<file path="src/rtl/dm_block_engine_if.sv">
// Command, stream-out and data-memory port bundle for dm_block_engine.
// The engine takes the slave side; the host owns the memory and takes the master side.
interface dm_block_engine_if #(
  parameter int ADDR_W = 4,
  parameter int DATA_W = 4
);
  logic              start;
  logic [1:0]        op;
  logic [ADDR_W-1:0] src;
  logic [ADDR_W-1:0] dst;
  logic [ADDR_W-1:0] len;
  logic [DATA_W-1:0] fill_value;
  logic              busy;
  logic              done;
  logic              rd_valid;
  logic [DATA_W-1:0] rd_data;
  logic [ADDR_W-1:0] dm_address;
  logic [DATA_W-1:0] dm_data;
  logic              dm_wren;
  logic [DATA_W-1:0] dm_q;

  modport slave (
    input  start, op, src, dst, len, fill_value, dm_q,
    output busy, done, rd_valid, rd_data, dm_address, dm_data, dm_wren
  );

  modport master (
    output start, op, src, dst, len, fill_value, dm_q,
    input  busy, done, rd_valid, rd_data, dm_address, dm_data, dm_wren
  );
endinterface

</file>
<file path="src/rtl/dm_block_engine.sv">
// Block fill / copy / dump initiator for the 16 x 4-bit data memory.
// Every output is registered so the memory sees stable values at its negedge write.
module dm_block_engine #(
  parameter int ADDR_W = 4,
  parameter int DATA_W = 4
) (
  input  logic              clock,
  input  logic              reset,
  dm_block_engine_if.slave  bus
);

  typedef enum logic [3:0] {
    S_IDLE, S_FILL, S_RD, S_CAP, S_WR, S_DADDR, S_DWAIT, S_DCAP, S_FIN
  } state_t;

  state_t            r_state;
  state_t            w_nextState;

  logic [ADDR_W-1:0] r_src;
  logic [ADDR_W-1:0] r_dst;
  logic [ADDR_W-1:0] r_last;
  logic [DATA_W-1:0] r_fill;
  logic [ADDR_W-1:0] r_idx;
  logic [ADDR_W-1:0] r_addr;
  logic [DATA_W-1:0] r_data;
  logic              r_wren;
  logic              r_busy;
  logic              r_done;
  logic              r_rdValid;
  logic [DATA_W-1:0] r_rdData;

  logic              w_accept;
  logic              w_isLast;
  logic [ADDR_W-1:0] w_idx;
  logic [ADDR_W-1:0] w_addr;
  logic [DATA_W-1:0] w_data;
  logic              w_wren;
  logic              w_busy;
  logic              w_done;
  logic              w_rdValid;
  logic [DATA_W-1:0] w_rdData;

  assign w_accept = (r_state == S_IDLE) && bus.start;
  assign w_isLast = (r_idx == r_last);

  // len-1 wraps 0 to 15, so a zero length naturally runs all 16 elements
  always_ff @(posedge clock) begin
    if (reset) begin
      r_state   <= S_IDLE;
      r_src     <= '0;
      r_dst     <= '0;
      r_last    <= '0;
      r_fill    <= '0;
      r_idx     <= '0;
      r_addr    <= '0;
      r_data    <= '0;
      r_wren    <= 1'b0;
      r_busy    <= 1'b0;
      r_done    <= 1'b0;
      r_rdValid <= 1'b0;
      r_rdData  <= '0;
    end else begin
      r_state   <= w_nextState;
      r_idx     <= w_idx;
      r_addr    <= w_addr;
      r_data    <= w_data;
      r_wren    <= w_wren;
      r_busy    <= w_busy;
      r_done    <= w_done;
      r_rdValid <= w_rdValid;
      r_rdData  <= w_rdData;
      if (w_accept) begin
        r_src  <= bus.src;
        r_dst  <= bus.dst;
        r_last <= bus.len - ADDR_W'(1);
        r_fill <= bus.fill_value;
      end
    end
  end

  always_comb begin
    w_nextState = r_state;
    case (r_state)
      S_IDLE: begin
        if (bus.start) begin
          case (bus.op)
            2'b00:   w_nextState = S_FILL;
            2'b01:   w_nextState = S_RD;
            2'b10:   w_nextState = S_DADDR;
            default: w_nextState = S_FIN;
          endcase
        end
      end
      S_FILL:  w_nextState = w_isLast ? S_FIN : S_FILL;
      S_RD:    w_nextState = S_CAP;
      S_CAP:   w_nextState = S_WR;
      S_WR:    w_nextState = w_isLast ? S_FIN : S_RD;
      S_DADDR: w_nextState = S_DWAIT;
      S_DWAIT: w_nextState = S_DCAP;
      S_DCAP:  w_nextState = w_isLast ? S_FIN : S_DWAIT;
      S_FIN:   w_nextState = S_IDLE;
      default: w_nextState = S_IDLE;
    endcase
  end

  // dm_q carries the word addressed two edges earlier, which is what WR and DCAP consume
  always_comb begin
    w_idx     = r_idx;
    w_addr    = r_addr;
    w_data    = r_data;
    w_wren    = 1'b0;
    w_busy    = r_busy;
    w_done    = 1'b0;
    w_rdValid = 1'b0;
    w_rdData  = r_rdData;
    case (r_state)
      S_IDLE: begin
        if (bus.start) begin
          w_busy = 1'b1;
          w_idx  = '0;
        end
      end
      S_FILL: begin
        w_addr = r_dst + r_idx;
        w_data = r_fill;
        w_wren = 1'b1;
        w_idx  = r_idx + ADDR_W'(1);
      end
      S_RD: begin
        w_addr = r_src + r_idx;
      end
      S_WR: begin
        w_addr = r_dst + r_idx;
        w_data = bus.dm_q;
        w_wren = 1'b1;
        w_idx  = r_idx + ADDR_W'(1);
      end
      S_DADDR: begin
        w_addr = r_src;
      end
      S_DCAP: begin
        w_rdData  = bus.dm_q;
        w_rdValid = 1'b1;
        w_addr    = r_src + r_idx + ADDR_W'(1);
        w_idx     = r_idx + ADDR_W'(1);
      end
      S_FIN: begin
        w_busy = 1'b0;
        w_done = 1'b1;
      end
      default: begin
        w_busy = r_busy;
      end
    endcase
  end

  assign bus.dm_address = r_addr;
  assign bus.dm_data    = r_data;
  assign bus.dm_wren    = r_wren;
  assign bus.busy       = r_busy;
  assign bus.done       = r_done;
  assign bus.rd_valid   = r_rdValid;
  assign bus.rd_data    = r_rdData;

endmodule

</file>
<file path="src/flat_wrapper.sv">
// flat-port wrapper written by rule: the top's interface ports become plain ports
module dm_block_engine_flat 
#(
  parameter int ADDR_W = 4,
  parameter int DATA_W = 4
)
  (clock, reset, bus_start, bus_op, bus_src, bus_dst, bus_len, bus_fill_value, bus_dm_q, bus_busy, bus_done, bus_rd_valid, bus_rd_data, bus_dm_address, bus_dm_data, bus_dm_wren);
  dm_block_engine_if #(.ADDR_W(ADDR_W), .DATA_W(DATA_W)) bus_i ();
  input  logic clock;
  input  logic reset;
  input wire logic [$bits(bus_i.start)-1:0] bus_start;
  input wire logic [$bits(bus_i.op)-1:0] bus_op;
  input wire logic [$bits(bus_i.src)-1:0] bus_src;
  input wire logic [$bits(bus_i.dst)-1:0] bus_dst;
  input wire logic [$bits(bus_i.len)-1:0] bus_len;
  input wire logic [$bits(bus_i.fill_value)-1:0] bus_fill_value;
  input wire logic [$bits(bus_i.dm_q)-1:0] bus_dm_q;
  output wire logic [$bits(bus_i.busy)-1:0] bus_busy;
  output wire logic [$bits(bus_i.done)-1:0] bus_done;
  output wire logic [$bits(bus_i.rd_valid)-1:0] bus_rd_valid;
  output wire logic [$bits(bus_i.rd_data)-1:0] bus_rd_data;
  output wire logic [$bits(bus_i.dm_address)-1:0] bus_dm_address;
  output wire logic [$bits(bus_i.dm_data)-1:0] bus_dm_data;
  output wire logic [$bits(bus_i.dm_wren)-1:0] bus_dm_wren;
  assign bus_i.start = bus_start;
  assign bus_i.op = bus_op;
  assign bus_i.src = bus_src;
  assign bus_i.dst = bus_dst;
  assign bus_i.len = bus_len;
  assign bus_i.fill_value = bus_fill_value;
  assign bus_i.dm_q = bus_dm_q;
  assign bus_busy = bus_i.busy;
  assign bus_done = bus_i.done;
  assign bus_rd_valid = bus_i.rd_valid;
  assign bus_rd_data = bus_i.rd_data;
  assign bus_dm_address = bus_i.dm_address;
  assign bus_dm_data = bus_i.dm_data;
  assign bus_dm_wren = bus_i.dm_wren;
  dm_block_engine #(.ADDR_W(ADDR_W), .DATA_W(DATA_W)) u_core (.clock(clock), .reset(reset), .bus(bus_i));
endmodule
</file>
<file path="config.mk">
export PLATFORM = sky130hd
export DESIGN_NAME = dm_block_engine_flat
export DESIGN_NICKNAME = d
export VERILOG_FILES = /design/src/rtl/dm_block_engine_if.sv /design/src/rtl/dm_block_engine.sv /design/src/flat_wrapper.sv
export SDC_FILE = /design/constraint.sdc
export NUM_CORES = 1
export LEC_CHECK = 0
export ABC_AREA = 1
export BUFFER_PORTS_ARGS = -buffer_cell sky130_fd_sc_hd__clkbuf_2
export CORE_UTILIZATION = 35
export DETAILED_ROUTE_END_ITERATION = 10
export GPL_TIMING_DRIVEN = 0
export PLACE_DENSITY = 0.57
export SLEW_MARGIN = 20
export SYNTH_ARGS = -nofsm -noshare
export SYNTH_HDL_FRONTEND = slang
export SYNTH_SLANG_ARGS = --single-unit
</file>
<file path="constraint.sdc">
create_clock -name clock -period 3.2 [get_ports clock]
set_input_delay 0.8 -clock clock [delete_from_list [all_inputs] [get_ports clock]]
set_output_delay 0.8 -clock clock [all_outputs]
set_load 0.1 [all_outputs]
</file>
# Word level (Yosys, flattened, before mapping)
# Cells that the tools add are included.
dict set report word_totals {
  reg_bits 40
  in_bits 25
}
dict set report classes {
  add_sub_neg 5
  n_eq_ne 12
  n_mux 15
  n_reduce_logical 11
}
# op n
set ops {}
lappend ops {{$pmux W4 S8} 1}
lappend ops {{$mux W4} 5}
lappend ops {{$eq A4 B3 Y1 const B} 4}
lappend ops {{$pmux W4 S2} 2}
lappend ops {{$pmux W4 S4} 1}
lappend ops {{$pmux W4 S3} 1}
lappend ops {{$add A4 B1 Y4 const B} 2}
lappend ops {{$add A4 B4 Y4} 2}
lappend ops {{$eq A4 B2 Y1 const B} 2}
lappend ops {{$reduce_bool A2 Y1} 3}
lappend ops {{$eq A4 B1 Y1 const B} 1}
lappend ops {{$eq A4 B4 Y1} 1}
lappend ops {{$eq A4 B4 Y1 const B} 1}
lappend ops {{$logic_not A4 Y1} 1}
lappend ops {{$mux W1} 4}
lappend ops {{$reduce_and A2 Y1} 2}
lappend ops {{$reduce_bool A4 Y1} 1}
lappend ops {{$sub A4 B1 Y4 const B} 1}
lappend ops {{$reduce_or A3 Y1} 1}
lappend ops {{$eq A2 B1 Y1 const B} 1}
lappend ops {{$eq A2 B2 Y1 const B} 1}
lappend ops {{$logic_not A2 Y1} 1}
lappend ops {{$ne A2 B2 Y1 const B} 1}
lappend ops {{$pmux W1 S2} 1}
lappend ops {{2 further kinds} 2}

# Depth between registers and ports, before layout
dict set report logic_depth {
  depth_word 4
  mapped_depth 11
  ltp_nobuf 11
}

# Worst setup path before layout
# Ideal clock, no wire load.
dict set report synth_timing {
  path_kind {reg-to-reg}
  start {reg u_core.r_idx[0]}
  end {reg u_core.r_addr[1] (netlist: u_core.bus.dm_address[1])}
  arrival_time_ns 1.666
  t_required_ns 3.072
  path_slack_ns 1.406
  path_stages_with_launch 8
  path_buffers 0
  synth_period_minus_slack_ns 1.794
  cell_sequence {dfxtp_1 > ha_1 > fa_1 > ha_1 > a21oi_1 > nand2_1 > a21oi_1 > nor2_1}
}
dict set report synth_via {
  elab_chain_cells 3
}
# item line
set synth_rtl {}
lappend synth_rtl {{from (decl)} dm_block_engine.sv:23} ;# logic [ADDR_W-1:0] r_idx;
lappend synth_rtl {{from (signal assigned)} dm_block_engine.sv:64} ;# r_idx <= w_idx;
lappend synth_rtl {{$add A4 B4 Y4} {dm_block_engine.sv:130, dm_block_engine.sv:144}}
lappend synth_rtl {{$add A4 B1 Y4} dm_block_engine.sv:144} ;# w_addr = r_src + r_idx + ADDR_W'(1);
lappend synth_rtl {{$pmux W4 S4 (*)} dm_block_engine.sv:116} ;# case (r_state)
lappend synth_rtl {{to (signal assigned)} dm_block_engine.sv:65} ;# r_addr <= w_addr;
lappend synth_rtl {{to (decl)} dm_block_engine.sv:24} ;# logic [ADDR_W-1:0] r_addr;
# Every way passes the cells marked *; elsewhere a longest branch is shown, timed or not.
# A chain may end at the register's enable or synchronous reset.

# Final worst setup path
dict set report layout_timing {
  start {reg u_core.r_idx[0]}
  end {reg u_core.r_addr[2] (netlist: u_core.bus.dm_address[2])}
}
# Same word-level chain as after synthesis.

==> metrics.txt <==
Vias between 1500 and 2000; Switching Fraction between 40 and 50%; worst-margin pin slew 0.600 ns; Distinct cells, synth 31; Pleak 1.22 nW; crit-path most repeated cell ha_1; Clock power frac 18.5%; Worst Setup End Kind flop; final net count about 370; fmax approximately 0.50 GHz; R2R setup slack between 1 and 1.5 ns; clock skew just over 0.009 ns; Cells after Synth approximately 290; number of max-cap violations 0; Initial Utilization 36.5%; post-synthesis mux area share less than 1%; placed instance area approximately 0.0025 mm^2; Post-DP HPWL between 4000 and 5000 um; largest family of logic cells by synthesized area simple AND/OR/NAND/NOR gates; count of final hold-check violations 0; P_int between 0.9 and 1 mW; Antenna Cells 0; gr ovfl total 0; antenna violations before repair 0; setup_tns 0 ns; Rel. slew slack about three fifths; compound-cell area share of the yosys netlist 15.9%; buffer and inverter count on the worst path 1; fin crit period between 2 and 2.5 ns; RSZ-0062 raised after global routing no; CTS buffer count 5; Placed Cells ~400; Mapped Area roughly 0.0022 mm^2; H-tree depth 2; Setup Fix Bufs, Post-CTS 0; Simple-Gate Fraction of Synth Area 27.9%; setup ws final around 1.2 ns; Finished Layout Cells 411; core area just under 0.006 mm^2; sequential-to-total area share from yosys stat between 30% and 40%; final worst path period share a little over three fifths; post-CTS sizing 0; Net Count, Synth between 300 and 400; vias in the first global route 1758; Crit path max-delay family adder cells; DR WL/cell around 13 um; clock latency on the worst-skew pair just under 0.3 ns; share of power burned in registers about 37%; Global Route Usage Sum 18.1%; CP arrival approximately 2.2 ns; first-pass GRT wire length between 8000 and 9000 um; clock root buffer clkbuf_8; Final Instance Area around 0.0025 mm^2; Gate power share approximately 44%; share of layout cells above drive strength 1 a little under a quarter; Area Overhead vs Synth 17.2%; pin count of the biggest net entering global routing 12; Port Buffers 40; Ports 41; final routed DRC violation total 0; adder-cell share of the synthesized area 7.07%; DRC marker count from the first detailed-route iteration a little under 90; status finished clean; Final setup viols 0; final wirelength about 5300 um; CP max FO 6; Ys Warns 0; Placement Setup Slack 1.21 ns; CTS tree built; fin util 42.7%; NetSw approximately 0.81 mW; synthesized flop and latch total 40; final hold slack 0.459 ns; clk sinks 40; die height 80.5 um; Die Wd 80.5 um; cell area power density 689 mW/mm^2; Final Max Tran Viols 0; worst min path class reg2reg; antenna viol nets, final 0; xor-xnor portion of the synthesized cell area 4.46%; CP Data Required Time 3.37 ns; Die Area 0.00648 mm^2; Reg clk slew, reported paths about 0.080 ns; Tot Pwr about 1.7 mW; Longest Clk Path Bufs 2; slowest stage cell on the critical path dfxtp_1; RD Place Congestion 0.817; Vias/cell 4.80; Startpoint Class flop; Worst VDD drop between 0.0003 and 0.0004 V; CP max stage delay 0.49 ns; hold_buf cts 0; router iterations before antenna repair 4; worst-path cell chain ha_1 > fa_1 > ha_1 > inv_1 > nand2_1 > nand3_1 > nand4_1 > o21ai_0 > a21oi_1; Avg Cell Area, Syn around 7.5 um^2; # rows 28; Setup CP Type reg2reg
[Yosys cell counts]
cell / instances / share of area [%]
nand2_1: 47 / 8.2
nor2_1: 42 / 7.3
dfxtp_1: 40 / 37
a21oi_1: 28 / 6.5
inv_1: 26 / 4.5
o21ai_0: 25 / 5.8
nand3_1: 12 / 2.8
ha_1: 9 / 5.2
xor2_1: 8 / 3.2
nor2_4: 7 / 3.7
nand2_2: 6 / 1.7
inv_2: 5 / 0.87
o211ai_1: 4 / 1.4
buf_2: 3 / 0.70
xnor2_1: 3 / 1.2
clkbuf_1: 2 / 0.35
fa_1: 2 / 1.9
nand2_4: 2 / 1.0
nand4_1: 2 / 0.58
nor2_2: 2 / 0.58
nor2_8: 2 / 1.9
o21ai_1: 2 / 0.46
o22ai_1: 2 / 0.58
a21oi_2: 1 / 0.41
a22oi_1: 1 / 0.35
buf_1: 1 / 0.17
clkbuf_2: 1 / 0.23
clkinv_2: 1 / 0.23
mux2i_1: 1 / 0.46
nor3_1: 1 / 0.23
o311ai_0: 1 / 0.41
[worst paths after layout]
kind | cells after the start | start | end
hold reg to reg | 2 | u_core.r_fill[2] | u_core.r_fill[2]
setup / recovery | 9 | u_core.r_idx[0] | u_core.bus.dm_address[2]
hold / removal | 2 | u_core.r_fill[2] | u_core.r_fill[2]
setup reg to reg | 9 | u_core.r_idx[0] | u_core.bus.dm_address[2]
[cells by family after synthesis]
group                    Yosys count
AO/OA/AOI/OAI                     64
XOR/XNOR                          11
AND/OR/NAND/NOR                  123
buffers and inverters             39
adder cells (fa/ha/maj)           11
flip-flops                        40
multiplexers                       1
[power groups by stage]
stage / Combinational, mW / Clock, mW / Sequential [mW]
6_report: 0.769 / 0.322 / 0.651
2_1_floorplan: 0.403 / 0 / 0.862
4_1_cts: 0.777 / 0.331 / 0.651
3_5_place_dp: 0.773 / 0 / 0.661
3_3_place_gp: 0.770 / 0 / 0.659
5_1_grt: 0.846 / 0.350 / 0.660
[metal layers]
| layer | global-route usage [%] | wire length (um) |
|---|---|---|
| met1 | 24.5 | 2560 |
| met2 | 28.6 | 2480 |
| met3 | 4.09 | 242 |
| met4 | 4.82 | 25 |
| met5 | 0 | 0 |
[worst reg2reg max path: stages, from the launching register on]
cell and delay, ns:
dfxtp_1 0.49, ha_1 0.24, fa_1 0.46, ha_1 0.23, inv_1 0.05, nand2_1 0.05, nand3_1 0.08, nand4_1 0.07
o21ai_0 0.12, a21oi_1 0.10
[registers in the layout (all words and copies together) (netlist names)]
| register | flops |
|---|---|
| u_core.bus.busy | 1 |
| u_core.bus.dm_address | 4 |
| u_core.bus.dm_data | 4 |
| u_core.bus.dm_wren | 1 |
| u_core.bus.done | 1 |
| u_core.bus.rd_data | 4 |
| u_core.bus.rd_valid | 1 |
| u_core.r_dst | 4 |
| u_core.r_fill | 4 |
| u_core.r_idx | 4 |
| u_core.r_last | 4 |
| u_core.r_src | 4 |
| u_core.r_state | 4 |
[final cells by class]
cell class / count / area [um^2]
Multi-Input combinational cell: 210 / 1200
Sequential cell: 40 / 801
Clock buffer: 6 / 72.6
Tap cell: 75 / 93.8
Buffer: 7 / 31.3
Inverter: 32 / 121
Clock inverter: 1 / 5.00
Timing Repair Buffer: 40 / 200
Fill cell: 643 / 3390
[placed cells by master (no fill, tap or decap), drive strengths merged]
cell type,netlist,final
nand2,55,55
nor2,53,53
clkbuf,3,49
dfxtp,40,40
inv,31,31
a21oi,29,29
o21ai,27,27
nand3,12,12
ha,9,9
xor2,8,8
o211ai,4,4
buf,4,4
xnor2,3,3
clkinv,1,2
nand4,2,2
o22ai,2,2
fa,2,2
o311ai,1,1
a22oi,1,1
mux2i,1,1
nor3,1,1
No activity file was read; power rests on OpenSTA's default activity.
